File: src/rtl/if_fetch_unit_if.sv
// Instruction-memory read port: in-order word requests with req/ready, responses with rvalid.
// No internal latency; request holds while ready is low, rvalid responses cannot be stalled.
// mem_ready backpressures requests; the master never throttles responses (it reserves credit).
interface if_fetch_unit_if #(
  parameter int BIT_NUMBER = 32
);
  logic                  mem_req;
  logic [BIT_NUMBER-1:0] mem_addr;
  logic                  mem_ready;
  logic                  mem_rvalid;
  logic [BIT_NUMBER-1:0] mem_rdata;

  modport master (
    output mem_req,
    output mem_addr,
    input  mem_ready,
    input  mem_rvalid,
    input  mem_rdata
  );

  modport slave (
    input  mem_req,
    input  mem_addr,
    output mem_ready,
    output mem_rvalid,
    output mem_rdata
  );
endinterface

File: src/rtl/if_fetch_unit.sv
// Generic synchronous FIFO with flush; head is presented combinationally.
// Latency: a pushed entry is visible at dout the cycle after the push.
// Backpressure: push into a full FIFO / pop from an empty one is ignored; callers gate by count.
module fifo_sync #(
  parameter int WIDTH = 8,
  parameter int DEPTH = 4
) (
  input  logic                   clk,
  input  logic                   rst,
  input  logic                   clr,
  input  logic                   push,
  input  logic                   pop,
  input  logic [WIDTH-1:0]       din,
  output logic [WIDTH-1:0]       dout,
  output logic [$clog2(DEPTH):0] count,
  output logic                   empty
);
  localparam int AW = $clog2(DEPTH);
  localparam logic [AW:0] DEPTH_C = (AW+1)'(DEPTH);

  logic [WIDTH-1:0] mem [DEPTH];
  logic [AW-1:0]    wr_ptr;
  logic [AW-1:0]    rd_ptr;
  logic             do_push;
  logic             do_pop;

  assign empty   = (count == '0);
  assign do_push = push && (count != DEPTH_C);
  assign do_pop  = pop && !empty;
  assign dout    = mem[rd_ptr];

  always_ff @(posedge clk) begin
    if (do_push && !clr) begin
      mem[wr_ptr] <= din;
    end
  end

  always_ff @(posedge clk) begin
    if (rst || clr) begin
      wr_ptr <= '0;
      rd_ptr <= '0;
      count  <= '0;
    end else begin
      if (do_push) wr_ptr <= wr_ptr + 1'b1;
      if (do_pop)  rd_ptr <= rd_ptr + 1'b1;
      case ({do_push, do_pop})
        2'b10:   count <= count + 1'b1;
        2'b01:   count <= count - 1'b1;
        default: count <= count;
      endcase
    end
  end
endmodule

// Fetch front end: owns fetch PC, issues in-order reads, buffers {PC+4, instr} for IF/ID.
// Latency: a word returned in cycle N is presented in N+1; branch redirect requests next cycle.
// Backpressure: freeze holds the head; requests stop when FIFO+in-flight reach depth. IF_FETCH_PERF_EN adds perf counters.
module if_fetch_unit #(
  parameter int                    BIT_NUMBER = 32,
  parameter int                    FIFO_DEPTH = 4,
  parameter logic [BIT_NUMBER-1:0] RESET_PC   = '0,
  parameter logic [BIT_NUMBER-1:0] NOP_INSTR  = 32'hE1A00000
) (
  input  logic                  clk,
  input  logic                  rst,
  input  logic                  freeze,
  input  logic                  branch_taken,
  input  logic [BIT_NUMBER-1:0] branch_addr,
  if_fetch_unit_if.master       mem,
  output logic [BIT_NUMBER-1:0] pc,
  output logic [BIT_NUMBER-1:0] instruction,
  output logic                  valid
`ifdef IF_FETCH_PERF_EN
  ,
  output logic [31:0]           perf_fetched,
  output logic [31:0]           perf_bubbles
`endif
);
  localparam int CW = $clog2(FIFO_DEPTH) + 1;
  localparam logic [CW:0]           DEPTH_W = (CW+1)'(FIFO_DEPTH);
  localparam logic [BIT_NUMBER-1:0] WORD    = BIT_NUMBER'(4);

  typedef struct packed {
    logic [BIT_NUMBER-1:0] pc;
    logic [BIT_NUMBER-1:0] instr;
  } entry_t;

  logic [BIT_NUMBER-1:0] fetch_pc;
  logic [BIT_NUMBER-1:0] resp_pc;
  logic [CW-1:0]         outstanding;
  logic [CW-1:0]         outstanding_nxt;
  logic [CW-1:0]         drop_cnt;
  logic [CW-1:0]         fifo_count;
  logic [CW:0]           inflight;
  logic                  fifo_empty;
  logic                  accept;
  logic                  rsp;
  logic                  dropping;
  logic                  push;
  logic                  pop;
  entry_t                push_entry;
  entry_t                head;

  // Words already buffered plus words still owed by memory can never exceed the FIFO.
  assign inflight     = (CW+1)'(fifo_count) + (CW+1)'(outstanding);
  assign mem.mem_req  = !rst && !branch_taken && (inflight < DEPTH_W);
  assign mem.mem_addr = fetch_pc;

  assign accept   = mem.mem_req && mem.mem_ready;
  assign rsp      = mem.mem_rvalid && !rst;
  assign dropping = rsp && (drop_cnt != '0);
  assign push     = rsp && !dropping && !branch_taken;
  assign pop      = valid && !freeze && !branch_taken;

  assign outstanding_nxt = outstanding + CW'(accept) - CW'(rsp);

  assign push_entry.pc    = resp_pc + WORD;
  assign push_entry.instr = mem.mem_rdata;

  fifo_sync #(
    .WIDTH ($bits(entry_t)),
    .DEPTH (FIFO_DEPTH)
  ) u_fifo (
    .clk   (clk),
    .rst   (rst),
    .clr   (branch_taken),
    .push  (push),
    .pop   (pop),
    .din   (push_entry),
    .dout  (head),
    .count (fifo_count),
    .empty (fifo_empty)
  );

  assign valid       = !fifo_empty;
  assign pc          = valid ? head.pc    : '0;
  assign instruction = valid ? head.instr : NOP_INSTR;

  always_ff @(posedge clk) begin
    if (rst) begin
      fetch_pc    <= RESET_PC;
      resp_pc     <= RESET_PC;
      outstanding <= '0;
      drop_cnt    <= '0;
    end else begin
      outstanding <= outstanding_nxt;
      if (branch_taken) begin
        // Everything still owed after this edge belongs to the abandoned path.
        fetch_pc <= branch_addr;
        resp_pc  <= branch_addr;
        drop_cnt <= outstanding_nxt;
      end else begin
        if (accept)   fetch_pc <= fetch_pc + WORD;
        if (push)     resp_pc  <= resp_pc + WORD;
        if (dropping) drop_cnt <= drop_cnt - 1'b1;
      end
    end
  end

`ifdef IF_FETCH_PERF_EN
  always_ff @(posedge clk) begin
    if (rst) begin
      perf_fetched <= '0;
      perf_bubbles <= '0;
    end else begin
      if (push && (perf_fetched != '1))             perf_fetched <= perf_fetched + 1'b1;
      if (!valid && !freeze && (perf_bubbles != '1)) perf_bubbles <= perf_bubbles + 1'b1;
    end
  end
`endif
endmodule

File: src/flat_wrapper.sv
// flat-port wrapper written by rule: the top's interface ports become plain ports
module if_fetch_unit_flat 
#(
  parameter int                    BIT_NUMBER = 32,
  parameter int                    FIFO_DEPTH = 4,
  parameter logic [BIT_NUMBER-1:0] RESET_PC   = '0,
  parameter logic [BIT_NUMBER-1:0] NOP_INSTR  = 32'hE1A00000
)
  (clk, rst, freeze, branch_taken, branch_addr, pc, instruction, valid, mem_mem_req, mem_mem_addr, mem_mem_ready, mem_mem_rvalid, mem_mem_rdata);
  if_fetch_unit_if #(.BIT_NUMBER(BIT_NUMBER)) mem_i ();
  input  logic clk;
  input  logic rst;
  input  logic freeze;
  input  logic branch_taken;
  input  logic [BIT_NUMBER-1:0] branch_addr;
  output logic [BIT_NUMBER-1:0] pc;
  output logic [BIT_NUMBER-1:0] instruction;
  output logic valid;
  output wire logic [$bits(mem_i.mem_req)-1:0] mem_mem_req;
  output wire logic [$bits(mem_i.mem_addr)-1:0] mem_mem_addr;
  input wire logic [$bits(mem_i.mem_ready)-1:0] mem_mem_ready;
  input wire logic [$bits(mem_i.mem_rvalid)-1:0] mem_mem_rvalid;
  input wire logic [$bits(mem_i.mem_rdata)-1:0] mem_mem_rdata;
  assign mem_mem_req = mem_i.mem_req;
  assign mem_mem_addr = mem_i.mem_addr;
  assign mem_i.mem_ready = mem_mem_ready;
  assign mem_i.mem_rvalid = mem_mem_rvalid;
  assign mem_i.mem_rdata = mem_mem_rdata;
  if_fetch_unit #(.BIT_NUMBER(BIT_NUMBER), .FIFO_DEPTH(FIFO_DEPTH), .RESET_PC(RESET_PC), .NOP_INSTR(NOP_INSTR)) u_core (.clk(clk), .rst(rst), .freeze(freeze), .branch_taken(branch_taken), .branch_addr(branch_addr), .mem(mem_i), .pc(pc), .instruction(instruction), .valid(valid));
endmodule
File: config.mk
export PLATFORM = sky130hd
export DESIGN_NAME = if_fetch_unit_flat
export DESIGN_NICKNAME = d
export VERILOG_FILES = /design/src/rtl/if_fetch_unit_if.sv /design/src/rtl/if_fetch_unit.sv /design/src/flat_wrapper.sv
export SDC_FILE = /design/constraint.sdc
export NUM_CORES = 1
export LEC_CHECK = 0
export ABC_AREA = 1
export BUFFER_PORTS_ARGS = -buffer_cell sky130_fd_sc_hd__buf_2
export CAP_MARGIN = 20
export CORE_AREA = 2 2 179 181
export DETAILED_ROUTE_END_ITERATION = 16
export DIE_AREA = 0 0 181 183
export PLACE_DENSITY = 0.68
export SLEW_MARGIN = 10
export SYNTH_ARGS = -nofsm -noshare
export SYNTH_HDL_FRONTEND = slang
export SYNTH_SLANG_ARGS = --single-unit
File: constraint.sdc
create_clock -name clk -period 4.65 [get_ports clk]
set_input_delay 0.465 -clock clk [delete_from_list [all_inputs] [get_ports clk]]
set_output_delay 0.465 -clock clk [all_outputs]
set_load 0.05 [all_outputs]
# --- Word level (Yosys, flattened, before mapping) ---
# Memory sizes are Yosys's and may differ from the RTL's. A register that Yosys moved wholly into a read port is not among the register bits.
# Cells that the tools add are included.
word_totals:
  ff_bits: 77
  ramBits: 256
  input_bits: 70
  out_inout_bits: 98
  elab_cells: 59
  memories: 1
classes:
  addsub: 10
  order_cmp: 1
  n_eq_ne: 3
  muxes: 13
  reduce_logical: 24
memory_table:
  columns: ["memory", "depth", "width", "rd", "rd_ports_with_merged_regs", "wr", "line", "rtl"]
  rows:
  - ["u_core.u_fifo.mem", 4, 64, 1, 1, 1, "if_fetch_unit.sv:21", "logic [WIDTH-1:0] mem [DEPTH];"]
op_table:
  columns: ["cell", "n"]
  rows:
  - ["$mux W32", 6]
  - ["$add A32 B3 Y32 const B", 2]
  - ["$logic_and A1 B1 Y1", 12]
  - ["$reduce_bool A2 Y1", 4]
  - ["$mux W3", 2]
  - ["$pmux W3 S2", 1]
  - ["$sub A3 B1 Y3 const B", 2]
  - ["$logic_not A1 Y1", 5]
  - ["$add A2 B1 Y2 const B", 2]
  - ["$add A3 B3 Y4", 1]
  - ["$lt A4 B3 Y1 const B", 1]
  - ["$mux W2", 2]
  - ["$add A3 B1 Y3", 1]
  - ["$add A3 B1 Y3 const B", 1]
  - ["$logic_not A3 Y1", 1]
  - ["$ne A3 B3 Y1 const B", 1]
  - ["$reduce_bool A3 Y1", 1]
  - ["$sub A3 B1 Y3", 1]
  - ["$eq A2 B1 Y1 const B", 1]
  - ["$eq A2 B2 Y1 const B", 1]
  - ["$mux W1", 2]
  - ["$logic_or A1 B1 Y1", 1]

# --- Longest topological paths before layout ---
depth:
  word_depth: 10
  depth_mapped: 14
  ltp_nobuf: 14

# --- Hierarchy ---
# A second synthesis with hierarchy kept.
hier_totals:
  hier_cells: 1600
  hier_area_um2: 15292.2
by_module_without_submodules:
  columns: ["mod", "n_inst", "cells_per_inst", "area_each_um2", "seq_area_each_um2"]
  rows:
  - ["fifo_sync", 1, 689, 9990.8, 7867.5]
  - ["if_fetch_unit", 1, 911, 5301.3, 1401.3]

# --- Worst setup path after synthesis ---
# OpenSTA, ideal clock, no wires.
synth_path:
  path_kind: "input to register"
  from: "in mem_mem_rvalid"
  to: "mem u_core.u_fifo.mem[0][0] (netlist name) (enable)"
  setup_time_ns: 0.486
  arrival_ns: 3.763
  required_time_ns: 4.164
  slack_ns: 0.401
  stages: 6
  n_path_buf: 0
  path_cell_list: "inv_1 > nor2_1 > nand2_1 > nor2_4 > o21ai_2 > nor2_1"
synth_between:
  elab_chain_len: 9
synth_lines:
  columns: ["element", "line", "rtl"]
  rows:
  - ["start: declaration", "flat_wrapper.sv:22", "input wire logic [$bits(mem_i.mem_rvalid)-1:0] mem_mem_rvalid;"]
  - ["$logic_and A1 B1 Y1 (*)", "if_fetch_unit.sv:110", "assign rsp = mem.mem_rvalid && !rst;"]
  - ["$logic_and A1 B1 Y1", "if_fetch_unit.sv:111", "assign dropping = rsp && (drop_cnt != '0);"]
  - ["$logic_not A1 Y1", "if_fetch_unit.sv:112", "assign push = rsp && !dropping && !branch_taken;"]
  - ["$logic_and A1 B1 Y1 (*) (2 in series)", "if_fetch_unit.sv:112", null]
  - ["$logic_and A1 B1 Y1 (*)", "if_fetch_unit.sv:28", "assign do_push = push && (count != DEPTH_C);"]
  - ["$logic_and A1 B1 Y1 (*)", "if_fetch_unit.sv:33", "if (do_push && !clr) begin"]
  - ["$mux W1 (*)", "if_fetch_unit.sv:33", null]
  - ["$mux W1 (not written as such) (*)", "if_fetch_unit.sv:34", "mem[wr_ptr] <= din;"]
  - ["end: declaration", "if_fetch_unit.sv:21", null]
# Mark *: on every way between the ends. The rest lies on a longest branch, timed or not.

==> out/results.env <==
STDCELL_AREA_SQ_MM=0.0174
POST_CTS.REPAIR.SETUP_BUFFERS=0
CRITICAL_PATH.N_BUFFERS_INVERTERS=3
POWER_mW=6.63
SYN_AREA_PER_CELL_SQ_UM=9.34
DIE_AREA_SQ_MM=0.0331
PORT_BUFFERS=167
SYNTH.DISTINCT_CELLS=42
LAYOUT-AREA-OVERHEAD-VS-SYNTH_PCT=15.6
SYNTHDOMINANTCELLAREASHARE_PCT=51.0
MAX-SLEW-MARGIN-REL_PCT=34.6
SYNTH.TOP_CELLS.BY_COUNT='377 x nor2_1, 274 x nand2_1, 256 x edfxtp_1'
SETUP_TNS_FINAL_NS=0
WL_MM=36.9
TRITONCTS='yes'
TIMING_WORST_SETUP_PATH_TYPE='flip-flop to primary output'
HOLD_VIOL=0
POWER_LEAKAGE_nW=6.62
REPORT.FINAL.SLEW_VIOL_COUNT=0
WORST_PIN_SLEW_NS=0.980
PERIOD_NEEDED_NS=3.53
DIE-WIDTH_UM=181
PLACE_AREA_SQ_MM=0.0163
DRT_PRE_ANTENNA_ITERS=6
FILLER_CELL_COUNT=2753
CRITICAL_PATH_REQUIRED_NS=4.18
CRITPATHTOPFAMILY='buffers and inverters'
CORE.ROWCOUNT=65
TOP_LEVEL_PORTS=168
HOLD_PATH.CLASS='input port to flip-flop'
PIN_COUNT_OF_THE_BIGGEST_NET_ENTERING_GLOBAL_ROUTING=73
FINALNETCOUNT=1843
IR_DROP_V=0.000242
PATH_CELLS='inv_2, buf_12, nor2_1, o311ai_0, buf_2'
SYNTH.YOSYS.WARNINGS=0
GRT_FIRST_PASS_WIRELENGTH_MM=57.9
CTS-BUFFERS-INSERTED=35
ANTENNA_FOUND_INITIAL=0
RUN_STATUS='completed'
GR-USAGE-ALL-LAYERS_PCT=22.0
YS_SEQ_ELEMENTS=335
VIAS_PER_CELL=5.36
YOSYS-TOP-CELLS-AREA='edfxtp_1 51%, dfxtp_1 10%, nor2_1 9.4%'
NUM_ANTENNA_CELLS=0
FINISHED_LAYOUT_CELLS=2187
EDFF_COUNT_SYNTH=256
CLKTRANSATPATHREGS_NS=0.06
FINALSETUPVIOLCOUNT=0
GRT_SETUP_UNREPAIRED='false'
DRV.MAX_CAP_VIOLATION_COUNT=0
GRT.MET3_USAGE_PCT=3.53
SEQ_TOTAL_AREA_YOSYS_PCT=61.5
DESIGN.CORE.AREA_SQ_MM=0.0312
MAX_FANOUT_ON_CRITICAL_PATH=72
GRT_OVERFLOW_TOTAL=0
CTSROOTBUFFERMASTER='clkbuf_16'
WORST_PATH_LARGEST_CELL_DELAY_NS=0.73
WORST_CLOCK_SKEW_NS=0.0133
NUMBER_OF_STANDARD_CELLS_AFTER_SYNTHESIS=1613
LEADING_REGISTER_CELL_TYPE_OUT_OF_SYNTHESIS='edfxtp_1'
SYNTH_ASYNC_SR_FLOP_SHARE_PCT=0
CTS-HTREE-LEVELS=2
CTS_BUFFER_DEPTH=3
ACHIEVABLE-FREQUENCY_MHz=283
POWER-PER-CELL-AREA_mW_PER_MM2=380
SYNTH_AREA_LEADER_CELL='edfxtp_1'
CTS_HOLD_BUFFERS=0
PLACE.DETAILED.HPWL_MM=23.8
SYNTHESIZED_NET_COUNT=1698
FINALHOLDWORSTSLACK_NS=0.171
WORSTSETUPENDPOINTTYPE='primary output'
POST_CTS.RESIZED_INSTANCES=0
ANT_NETS=0
DIE-HEIGHT_UM=183
LAYOUT_WORST_PATH_CYCLE_SHARE_PCT=75.9
VIAS=11700
REMAINING_DRC_ERRORS=0
TIMING.CRITICAL_PATH.ARRIVAL_NS=3.07
START_UTIL_PCT=48.2
FINALWEIGHTEDCONGESTION=0.902
VIAS_IN_THE_FIRST_GLOBAL_ROUTE=11000
SETUP.WORST_PATH.START_CLASS='flip-flop'
CRIT_SLOWEST_CELL='inv_2'
GRT_BUSIEST_LAYER='met2'
WL_PER_CELL_UM=16.9
SYNTH.CELL_AREA_SQ_MM=0.0151
PLACE_INST=2123
DRT_FIRST_ITER_VIOLATIONS=838
DRIVE_ABOVE_1_SHARE_PCT=14.6
INSERTION_DELAY_NS=0.51
GRT.MET1_USAGE_PCT=30.4
SYNTH_MOST_COMMON_CELL='nor2_1'
CLOCK_SINK_COUNT=335
GRTUSAGEMET2_PCT=35.9
==> routing by layer <==
metal | up-vias | share of wire (%)
li1 | 5739 | -
met1 | 5497 | 44
met2 | 431 | 46
met3 | 62 | 7.0
met4 | 0 | 2.5
met5 | - | 0
==> sequential cells by signal, indices dropped and copies added, names as in the netlist, named ones only <==
signal,count
u_core.drop_cnt,3
u_core.mem.mem_addr,32
u_core.resp_pc,32
u_core.outstanding,3
u_core.u_fifo.mem,256
u_core.u_fifo.count,3
u_core.u_fifo.rd_ptr,2
u_core.u_fifo.wr_ptr,2
==> placed cells by master (no fill, tap or decap), drive strengths merged, types with 2 or more instances in the layout <==
| cell | instances |
|---|---|
| nor2 | 388 |
| nand2 | 279 |
| edfxtp | 256 |
| o21ai | 183 |
| buf | 181 |
| a21oi | 118 |
| inv | 97 |
| dfxtp | 79 |
| nand3 | 51 |
| clkbuf | 44 |
| clkinv | 17 |
| xor2 | 14 |
| ha | 13 |
| a31oi | 11 |
| nand3b | 10 |
| nand4 | 7 |
| o311ai | 6 |
| xnor2 | 5 |
| o21bai | 5 |
| nor3 | 3 |
| bufinv | 3 |
| or2 | 3 |
| o211ai | 2 |
| fa | 2 |
| clkinvlp | 2 |
==> path summary, 6_finish.rpt <==
check	from	to	slack, ns	cells after the start
hold reg to reg	u_core.mem.mem_addr[0]	u_core.mem.mem_addr[0]	0.44	2
hold / removal	mem_mem_rdata[28]	u_core.u_fifo.mem[3][28]	0.17	1
setup / recovery	flip-flop	instruction[24]	1.12	5
setup reg to reg	u_core.drop_cnt[0]	u_core.u_fifo.mem[3][44]	1.95	10
==> stage by stage <==
stage / utilization, % / setup WS [ns]
5_1_grt: 55.8 / 0.885
6_report: 55.8 / 1.12
4_1_cts: 55.8 / 1.05
3_3_place_gp: 52.2 / 1.65
3_5_place_dp: 52.2 / 1.59
2_1_floorplan: - / 0.401
==> cell type report <==
cell class / count / area (sq um) / share of cell area [%]
Multi-Input combinational cell: 1106 / 5140 / 29.5
Sequential cell: 335 / 9270 / 53.2
Tap cell: 402 / 503 / 2.89
Timing Repair Buffer: 181 / 1000 / 5.76
Clock inverter: 20 / 181 / 1.04
Inverter: 99 / 372 / 2.13
Clock buffer: 44 / 951 / 5.46
==> logic make-up after synthesis <==
group,count (synthesis),synth area share (%)
XOR/XNOR,19,1.15
AND/OR/NAND/NOR,743,20.0
AO/OA/AOI/OAI,329,11.4
adder cells (fa/ha/maj),15,1.35
flip-flops,335,61.5
buffers and inverters,172,4.63
==> worst register-to-register path, stage by stage, from the launching register on <==
cell	delay [ns]
dfxtp_1	0.31
inv_1	0.08
ha_1	0.14
inv_1	0.05
nor2_1	0.08
nand2_1	0.13
nor2_4	0.11
buf_4	0.32
o21ai_2	0.27
nor2_4	0.49
buf_12	0.35
==> power breakdown <==
group,internal (mW),switching [mW],total [mW]
sequential,3.30,0.0699,3.37
combinational,0.144,0.371,0.515
clock,1.62,1.12,2.74
total,5.06,1.56,6.63
Power figures use the tool's default switching activity.
